$ cat src/rtl/core_pkg.sv
// Shared definitions for the memory stage: memory-op codes, FSM state
// encoding and small op-classification helpers.
package core_pkg;

   localparam int MEM_OP_W = 4;

   typedef enum logic [MEM_OP_W-1:0] {
      MEM_NONE = 4'd0,
      MEM_LB   = 4'd1,
      MEM_LH   = 4'd2,
      MEM_LW   = 4'd3,
      MEM_LBU  = 4'd4,
      MEM_LHU  = 4'd5,
      MEM_SB   = 4'd6,
      MEM_SH   = 4'd7,
      MEM_SW   = 4'd8
   } mem_op_e;

   typedef enum logic [1:0] {
      ST_IDLE = 2'd0,
      ST_REQ  = 2'd1,
      ST_WAIT = 2'd2
   } mem_state_e;

   // Codes outside LB..SW are treated as plain ALU ops.
   function automatic logic is_mem_op(input logic [MEM_OP_W-1:0] op);
      return (op >= MEM_LB) && (op <= MEM_SW);
   endfunction

   function automatic logic is_store(input logic [MEM_OP_W-1:0] op);
      return (op == MEM_SB) || (op == MEM_SH) || (op == MEM_SW);
   endfunction

   // Halfword accesses need addr[0]=0, word accesses need addr[1:0]=0.
   function automatic logic is_misaligned(input logic [MEM_OP_W-1:0] op,
                                          input logic [1:0]          addr_lo);
      logic mis;
      mis = 1'b0;
      case (op)
         MEM_LH, MEM_LHU, MEM_SH: mis = addr_lo[0];
         MEM_LW, MEM_SW:          mis = (addr_lo != 2'b00);
         default:                 mis = 1'b0;
      endcase
      return mis;
   endfunction

endpackage

$ cat src/rtl/lsu_align.sv
// Combinational lane logic: store byte enables and data replication,
// load byte/half extraction with sign or zero extension.
module lsu_align
   import core_pkg::*;
#(
   parameter int DATA_W = 32
) (
   input  logic [MEM_OP_W-1:0] op_i,
   input  logic [1:0]          addr_lo_i,
   input  logic [DATA_W-1:0]   store_data_i,
   input  logic [DATA_W-1:0]   load_data_i,
   output logic [3:0]          be_o,
   output logic [DATA_W-1:0]   wdata_o,
   output logic [DATA_W-1:0]   rdata_o
);

   logic [7:0]  byte_sel;
   logic [15:0] half_sel;

   // Lane selection is shared by loads and stores; only addr[1] matters for halves.
   always_comb begin
      byte_sel = load_data_i[{addr_lo_i, 3'b000} +: 8];
      half_sel = addr_lo_i[1] ? load_data_i[31:16] : load_data_i[15:0];
      be_o     = 4'b0000;
      wdata_o  = '0;
      rdata_o  = '0;
      case (op_i)
         MEM_LB: begin
            be_o    = 4'b0001 << addr_lo_i;
            rdata_o = {{(DATA_W-8){byte_sel[7]}}, byte_sel};
         end
         MEM_LBU: begin
            be_o    = 4'b0001 << addr_lo_i;
            rdata_o = {{(DATA_W-8){1'b0}}, byte_sel};
         end
         MEM_LH: begin
            be_o    = 4'b0011 << {addr_lo_i[1], 1'b0};
            rdata_o = {{(DATA_W-16){half_sel[15]}}, half_sel};
         end
         MEM_LHU: begin
            be_o    = 4'b0011 << {addr_lo_i[1], 1'b0};
            rdata_o = {{(DATA_W-16){1'b0}}, half_sel};
         end
         MEM_LW: begin
            be_o    = 4'hF;
            rdata_o = load_data_i;
         end
         MEM_SB: begin
            be_o    = 4'b0001 << addr_lo_i;
            wdata_o = {(DATA_W/8){store_data_i[7:0]}};
         end
         MEM_SH: begin
            be_o    = 4'b0011 << {addr_lo_i[1], 1'b0};
            wdata_o = {(DATA_W/16){store_data_i[15:0]}};
         end
         MEM_SW: begin
            be_o    = 4'hF;
            wdata_o = store_data_i;
         end
         default: begin
            be_o = 4'b0000;
         end
      endcase
   end

endmodule

$ cat src/rtl/mem_stage.sv
// Memory-access pipeline stage: registers ALU results, runs loads/stores on a
// req/gnt/rvalid data bus and emits one writeback pulse per instruction.
// Optional feature macro: MEM_MISALIGN_TRAP_EN (trap misaligned accesses
// instead of truncating the low address bits).
// Bus handshake: dmem_req_o stays high with addr/we/be/wdata stable until a
// cycle where dmem_gnt_i is also high; read data is accepted on dmem_rvalid_i
// no earlier than the cycle after the grant.
module mem_stage
   import core_pkg::*;
#(
   parameter int DATA_W      = 32,
   parameter int ADDR_W      = 32,
   parameter int TIMEOUT_CYC = 255
) (
   input  logic                clk_i,
   input  logic                rst_n_i,
   input  logic                valid_i,
   input  logic [4:0]          reg_waddr_i,
   input  logic                reg_we_i,
   input  logic [DATA_W-1:0]   reg_wdata_i,
   input  logic [MEM_OP_W-1:0] mem_op_i,
   input  logic [DATA_W-1:0]   store_data_i,
   output logic                stall_o,
   output logic                dmem_req_o,
   output logic                dmem_we_o,
   output logic [ADDR_W-1:0]   dmem_addr_o,
   output logic [3:0]          dmem_be_o,
   output logic [DATA_W-1:0]   dmem_wdata_o,
   input  logic                dmem_gnt_i,
   input  logic                dmem_rvalid_i,
   input  logic [DATA_W-1:0]   dmem_rdata_i,
   output logic                wb_valid_o,
   output logic [4:0]          wb_waddr_o,
   output logic                wb_we_o,
   output logic [DATA_W-1:0]   wb_wdata_o,
   output logic                bus_err_o,
   output logic [1:0]          dbg_state_o
);

   localparam logic [7:0] TIMEOUT_LIM = TIMEOUT_CYC[7:0];

   mem_state_e          state_q, state_d;
   logic [ADDR_W-1:0]   addr_q, addr_d;
   logic [MEM_OP_W-1:0] op_q, op_d;
   logic [DATA_W-1:0]   sdata_q, sdata_d;
   logic [4:0]          waddr_q, waddr_d;
   logic                we_q, we_d;
   logic [7:0]          cnt_q, cnt_d;
   logic                wb_valid_q, wb_valid_d;
   logic [4:0]          wb_waddr_q, wb_waddr_d;
   logic                wb_we_q, wb_we_d;
   logic [DATA_W-1:0]   wb_wdata_q, wb_wdata_d;
   logic                bus_err_q, bus_err_d;

   logic                trap;
   logic [7:0]          cnt_inc;
   logic [3:0]          lsu_be;
   logic [DATA_W-1:0]   lsu_wdata;
   logic [DATA_W-1:0]   lsu_rdata;

   lsu_align #(.DATA_W(DATA_W)) u_lsu_align (
      .op_i         (op_q),
      .addr_lo_i    (addr_q[1:0]),
      .store_data_i (sdata_q),
      .load_data_i  (dmem_rdata_i),
      .be_o         (lsu_be),
      .wdata_o      (lsu_wdata),
      .rdata_o      (lsu_rdata)
   );

   // Next-state, operand latching and writeback packet formation.
   always_comb begin
      state_d    = state_q;
      addr_d     = addr_q;
      op_d       = op_q;
      sdata_d    = sdata_q;
      waddr_d    = waddr_q;
      we_d       = we_q;
      cnt_d      = cnt_q;
      wb_valid_d = 1'b0;
      wb_waddr_d = 5'd0;
      wb_we_d    = 1'b0;
      wb_wdata_d = '0;
      bus_err_d  = 1'b0;
      cnt_inc    = cnt_q + 8'd1;
`ifdef MEM_MISALIGN_TRAP_EN
      trap = is_misaligned(mem_op_i, reg_wdata_i[1:0]);
`else
      trap = 1'b0;
`endif
      case (state_q)
         ST_IDLE: begin
            if (valid_i) begin
               if (!is_mem_op(mem_op_i)) begin
                  wb_valid_d = 1'b1;
                  wb_waddr_d = reg_waddr_i;
                  wb_we_d    = reg_we_i && (reg_waddr_i != 5'd0);
                  wb_wdata_d = reg_wdata_i;
               end else if (trap) begin
                  wb_valid_d = 1'b1;
                  wb_waddr_d = reg_waddr_i;
                  bus_err_d  = 1'b1;
               end else begin
                  addr_d  = reg_wdata_i[ADDR_W-1:0];
                  op_d    = mem_op_i;
                  sdata_d = store_data_i;
                  waddr_d = reg_waddr_i;
                  we_d    = reg_we_i;
                  state_d = ST_REQ;
               end
            end
         end
         ST_REQ: begin
            if (dmem_gnt_i) begin
               if (is_store(op_q)) begin
                  state_d    = ST_IDLE;
                  wb_valid_d = 1'b1;
                  wb_waddr_d = waddr_q;
               end else begin
                  state_d = ST_WAIT;
                  cnt_d   = 8'd0;
               end
            end
         end
         ST_WAIT: begin
            if (dmem_rvalid_i) begin
               state_d    = ST_IDLE;
               wb_valid_d = 1'b1;
               wb_waddr_d = waddr_q;
               wb_we_d    = we_q && (waddr_q != 5'd0);
               wb_wdata_d = lsu_rdata;
            end else if (cnt_inc == TIMEOUT_LIM) begin
               state_d    = ST_IDLE;
               wb_valid_d = 1'b1;
               wb_waddr_d = waddr_q;
               bus_err_d  = 1'b1;
            end else begin
               cnt_d = cnt_inc;
            end
         end
         default: begin
            state_d = ST_IDLE;
         end
      endcase
   end

   // Bus and status outputs are decoded from registered state only.
   always_comb begin
      stall_o      = (state_q != ST_IDLE);
      dmem_req_o   = (state_q == ST_REQ);
      dmem_we_o    = dmem_req_o && is_store(op_q);
      dmem_addr_o  = dmem_req_o ? {addr_q[ADDR_W-1:2], 2'b00} : '0;
      dmem_be_o    = dmem_req_o ? lsu_be : 4'b0000;
      dmem_wdata_o = dmem_req_o ? lsu_wdata : '0;
      wb_valid_o   = wb_valid_q;
      wb_waddr_o   = wb_waddr_q;
      wb_we_o      = wb_we_q;
      wb_wdata_o   = wb_wdata_q;
      bus_err_o    = bus_err_q;
      dbg_state_o  = state_q;
   end

   // State and datapath registers; reset abandons any in-flight access.
   always_ff @(posedge clk_i or negedge rst_n_i) begin
      if (!rst_n_i) begin
         state_q    <= ST_IDLE;
         addr_q     <= '0;
         op_q       <= '0;
         sdata_q    <= '0;
         waddr_q    <= 5'd0;
         we_q       <= 1'b0;
         cnt_q      <= 8'd0;
         wb_valid_q <= 1'b0;
         wb_waddr_q <= 5'd0;
         wb_we_q    <= 1'b0;
         wb_wdata_q <= '0;
         bus_err_q  <= 1'b0;
      end else begin
         state_q    <= state_d;
         addr_q     <= addr_d;
         op_q       <= op_d;
         sdata_q    <= sdata_d;
         waddr_q    <= waddr_d;
         we_q       <= we_d;
         cnt_q      <= cnt_d;
         wb_valid_q <= wb_valid_d;
         wb_waddr_q <= wb_waddr_d;
         wb_we_q    <= wb_we_d;
         wb_wdata_q <= wb_wdata_d;
         bus_err_q  <= bus_err_d;
      end
   end

endmodule

$ cat config.mk
export PLATFORM = sky130hd
export DESIGN_NAME = mem_stage
export DESIGN_NICKNAME = d
export VERILOG_FILES = /design/src/rtl/core_pkg.sv /design/src/rtl/lsu_align.sv /design/src/rtl/mem_stage.sv
export SDC_FILE = /design/constraint.sdc
export NUM_CORES = 1
export LEC_CHECK = 0
export ABC_AREA = 0
export BUFFER_PORTS_ARGS = -buffer_cell sky130_fd_sc_hd__buf_2
export CAP_MARGIN = 25
export CORE_MARGIN = 1
export CORE_UTILIZATION = 50
export DETAILED_ROUTE_END_ITERATION = 10
export PLACE_DENSITY = 0.83
export SLEW_MARGIN = 15
export SYNTH_ARGS = -nofsm -noshare
export SYNTH_HDL_FRONTEND = slang
export SYNTH_SLANG_ARGS = --single-unit
export TNS_END_PERCENT = 30
$ cat constraint.sdc
create_clock -name clk_i -period 2.6 [get_ports clk_i]
set_input_delay 0.52 -clock clk_i [delete_from_list [all_inputs] [get_ports clk_i]]
set_output_delay 0.52 -clock clk_i [all_outputs]
set_load 0.005 [all_outputs]
Yosys cells after proc, flatten, opt, wreduce, memory -nomap -nowiden. Cells that the tools add are included. Widths: inputs -> output; s select.

Bits in registers: 124. Input port bits: 111. Logic and storage cells: 96.

Add/subtract/negate cells: 1. Magnitude comparators: 2. Eq/ne operators: 18. Shift-type cells: 3. Mux-type cells: 43. Reduce and logical (&&, ||, !) cells: 17.

Operator list (count): $mux 32 (5); $pmux 32 s5 (1); $pmux 32 s3 (1); $pmux 32 s2 (1); $mux 8 (4); $shiftx 32x6->8 (1); $mux 5 (6); $eq 4x3->1 const B (4); $mux 16 (1); $pmux 8 s2 (1); $pmux 5 s3 (1); $mux 2 (6); $pmux 4 s3 (1); $mux 1 (11); $ne 2x2->1 const B (5); $reduce_bool 5->1 (2); $add 8x1->8 const B (1); $eq 4x2->1 const B (2); $eq 8x8->1 const B (1); $pmux 2 s3 (1); $reduce_or 3->1 (2); $reduce_and 5->1 (1); $eq 4x1->1 const B (1); $eq 4x4->1 const B (1); other kinds (18) (23).

Depth between registers and ports, before layout.
Depth after elaboration: 6. Mapped depth: 7. Gate-level depth less buffers: 6.

Modules after synthesis. From an unflattened synthesis, not the netlist that was laid out.

Cell total of the unflattened synthesis: 601. Area, all modules: 6657.6 um^2.

By module, submodules not included: mem_stage (times used 1, cells each 415, area an instance 5434.0 um^2, seq. area each 3103.0 um^2); lsu_align (times used 1, cells each 186, area an instance 1223.7 um^2, seq. area each 0.0 um^2).

Worst setup path before layout. OpenSTA, ideal clock, no wires.

Kind: reg-to-output. Start point: register op_q[0]. End point: output port dmem_wdata_o[24]. Arrival time: 1.507 ns. Setup slack: 0.573 ns. Stages on the path, launching flop included: 6. Path through: dfrtp_1 > buf_2 > buf_1 > mux2_2 > a22oi_1 > nor2_1.

Cells in the longest elaborated chain, start to end: 3. Elaborated cells between the ends (all ways): 5. Classes of those cells: eq/ne: 3; mux: 2.

RTL lines: start: declaration (line mem_stage.sv:44) `logic [MEM_OP_W-1:0] op_q, op_d;`; start signal: assignment (line mem_stage.sv:181) `op_q <= op_d;`; $eq 4x4->1 / $eq 4x3->1 (equally long branches) (line lsu_align.sv:27) `case (op_i)`; $pmux 32 s3 * (line lsu_align.sv:27); $mux 32 * (line mem_stage.sv:154) `dmem_wdata_o = dmem_req_o ? lsu_wdata : '0;`; end: declaration (line mem_stage.sv:28) `output logic [DATA_W-1:0] dmem_wdata_o,`.

Mark *: on every way between the ends. The rest lies on a longest branch, timed or not.

Worst setup path after layout.
Start point: register op_q[1]. End point: output port dmem_wdata_o[11].

Same word-level chain as after synthesis.

==> metrics <==
Post-DP Area=7610 um2; initial core utilization=0.517; CTS sink count=124; WS Path Type=register to primary output; Sw Pwr=0.00303 W; crit share post-route=0.953; htree depth=4; Yosys warnings=0; status=completed; adder-cell area share of the yosys netlist=0.00720; Hold-fix buffers, CTS=0; proportion of synthesized chip area in sequential cells=0.496; # diodes=0; CP Launch Point=op_q[1]; Crit Reg-Reg Startpoint=op_q[1]; critical-path cell list=nor4b_4 -> buf_6 -> a21o_2 -> a22oi_1 -> nor2_1 -> buf_2; Core Rows=40; final setup vio count=0; average size of a mapped cell=11.3 um2; area grow syn2layout=31.4%; synth unique cells=56; CTS root buf=clkbuf_16; total grt overflow=0; CTS tree=built; DR vias=5471; # nets final=892; area leader, netlist=dfrtp_1; main combinational cell family by area after synthesis=multiplexers; startpoint class of the critical path=register; setup bufs post-CTS=0; Max Buffers Root-to-Sink=2; IO Port Bufs=221; chip width=114 um; Post-Syn Area=6260 um2; clk slew on worst S/H paths=0.06 ns; CP Data Arrival Time=1.96 ns; Residual DRC=0; Worst Setup End Kind=primary output; largest net degree at the start of global routing=55; HPWL after DPL=13600 um; reg2reg setup slack=0.42 ns; Post-synth EDFFs=0; top cell type's share of synthesized area=0.496; Post-Layout Inst Area=8230 um2; Worst Hold Class=primary input to asynchronous set/reset pin; TritonRoute pass-1 iters=5; Logic pwr share=0.372; final core utilization=0.679; simple-gate share of the synthesized area=0.140; CP required=2.08 ns; slew at the pin closest to its max-slew limit=0.722 ns; vias per std cell=5.70; first-pass GRT wire length=28800 um; Compound-Gate Fraction of Synth Area=0.151; Cell Pwr Density=1060 nW/um2; Critical Path End=dmem_wdata_o[11]; initial antenna violation count=0; Pins Over Slew Limit=0; DP Cell Count=927; Sw Ratio=0.348; gr usage total=0.295; Tmin final=2.48 ns; Cells after Synth=555; Worst path slowest cell=dfrtp_1; die footprint=13000 um2; part of the power in the clock network=0.269; Worst slew margin=0.518; reg2reg path depth=6; Power Total=0.00873 W; unrepaired setup endpoints after global routing=true; layout cells sized above 1=0.473; die height=114 um; max_cap viols=0; Worst-Skew Late Latency=0.42 ns; Layout Cells excl Fill=960; vias in the first global route=5506; register bit count reported by yosys=124; Synth Area in XOR/XNOR=0.00560; endpoints failing hold=0; internal power=0.00570 W; ys flop type=dfrtp_1; max incr delay on CP=0.43 ns; fill cell count=942; CTS Buf Count=17; asr flop ratio synth=1.00; routed wire length=18600 um; worst r2r dst=wb_wdata_o[14]; Post-synth top cells=124 x dfrtp_1, 82 x mux2_2, 48 x and2_1, 37 x nor2_1, 33 x nand2_1; sequential share of power=0.359; CORE AREA=12100 um2; Max FO, Critical Path=11; leakage power=4.11 nW; maximum vdd drop=0.587 mV; io pins=224; setup_tns=0 ns; top-count cell post-synth=dfrtp_1; initial drt markers=341; average routed wire per standard cell=19.4 um; Final ANT Viol Nets=0; Fmax=404 MHz; Max Clock Skew=0.00726 ns; top cells by area, synth=dfrtp_1 50%, mux2_2 15%, and2_1 4.8%; RePlAce Congestion=0.924; mux cell area share after synthesis=0.164
-- area by class of cell --
class | instances | area (um2) | share of cell area
clock buffer | 19 | 453 | 0.0551
timing repair buffer | 243 | 1330 | 0.161
sequential | 124 | 3100 | 0.377
clock inverter | 13 | 139 | 0.0169
multi-input combinational | 385 | 2970 | 0.361
tap | 168 | 210 | 0.0256
inverter | 8 | 30.0 | 0.00365
-- flip-flops by register name (all words and copies together) (netlist names) --
| name | flops |
|---|---|
| op_q | 4 |
| wb_we_o | 1 |
| wb_valid_o | 1 |
| sdata_q | 32 |
| cnt_q | 8 |
| wb_wdata_o | 32 |
| wb_waddr_o | 5 |
| waddr_q | 5 |
| bus_err_o | 1 |
| addr_q | 32 |
| dbg_state_o | 2 |
| we_q | 1 |
-- per-stage QoR --
stage	hold WS (ns)	setup slack (ns)
final	0.149	0.123
after CTS	0.166	0.0472
after detailed placement	0.485	0.381
after global routing	0.197	-0.00692
after floorplan	0.224	0.573
after global placement	0.478	0.494
-- power by group through the flow --
stage	clock, W	combinational [W]	sequential (W)
4_1_cts	0.00238	0.00323	0.00313
5_1_grt	0.00247	0.00354	0.00321
3_3_place_gp	0	0.00310	0.00310
6_report	0.00235	0.00325	0.00314
3_5_place_dp	0	0.00320	0.00315
2_1_floorplan	0	0.00216	0.00299
-- logic make-up (layout without fill, tap and decap cells) --
group                    Yosys count  count (layout)
other                              1               2
buffers and inverters             47             283
adder cells (fa/ha/maj)            4               4
XOR/XNOR                           4               4
AND/OR/NAND/NOR                  161             161
multiplexers                      92              92
flip-flops                       124             124
AO/OA/AOI/OAI                    122             122
-- cell usage in the layout, fill, tap and decap left out, drive strengths merged, types with 19 or more instances in the layout --
cell,count
buf,243
a22oi,25
o21ai,20
dfrtp,124
nor2,37
a221o,23
and2,48
clkbuf,19
mux2,82
nand2,33
-- routing by layer --
layer	share of wire	wire length [um]	global-route usage
met3	0.076	1410	0.0696
met1	0.39	7310	0.351
met4	0.029	538	0.139
met2	0.50	9340	0.506
met5	0	0	0
-- repair_timing --
item / CTS / global route
endpoints found under the setup margin: 6 / 15
cloned: 0 / 1
gates resized for setup: 1 / 6
-- worst min path at each step --
| stage | slack, ns | start | cells past startpoint | end |
|---|---|---|---|---|
| after global placement | 0.48 | addr_q[23] | 1 | addr_q[23] |
| after detailed placement | 0.48 | addr_q[27] | 1 | addr_q[27] |
| after floorplan | 0.22 | rst_n_i | 0 | addr_q[0] |
| after global routing | 0.20 | rst_n_i | 1 | wb_waddr_o[4] |
| final | 0.15 | rst_n_i | 1 | wb_waddr_o[4] |
| after CTS | 0.17 | rst_n_i | 1 | wb_waddr_o[4] |
-- worst max-delay path, delay by kind of cell, from the launching register on --
kind | cells | cell delay [ns]
flops | 1 | 0.43
simple gates | 2 | 0.48
buf+inv | 2 | 0.31
compound gates | 2 | 0.32
No activity file was read; power rests on OpenSTA's default activity.
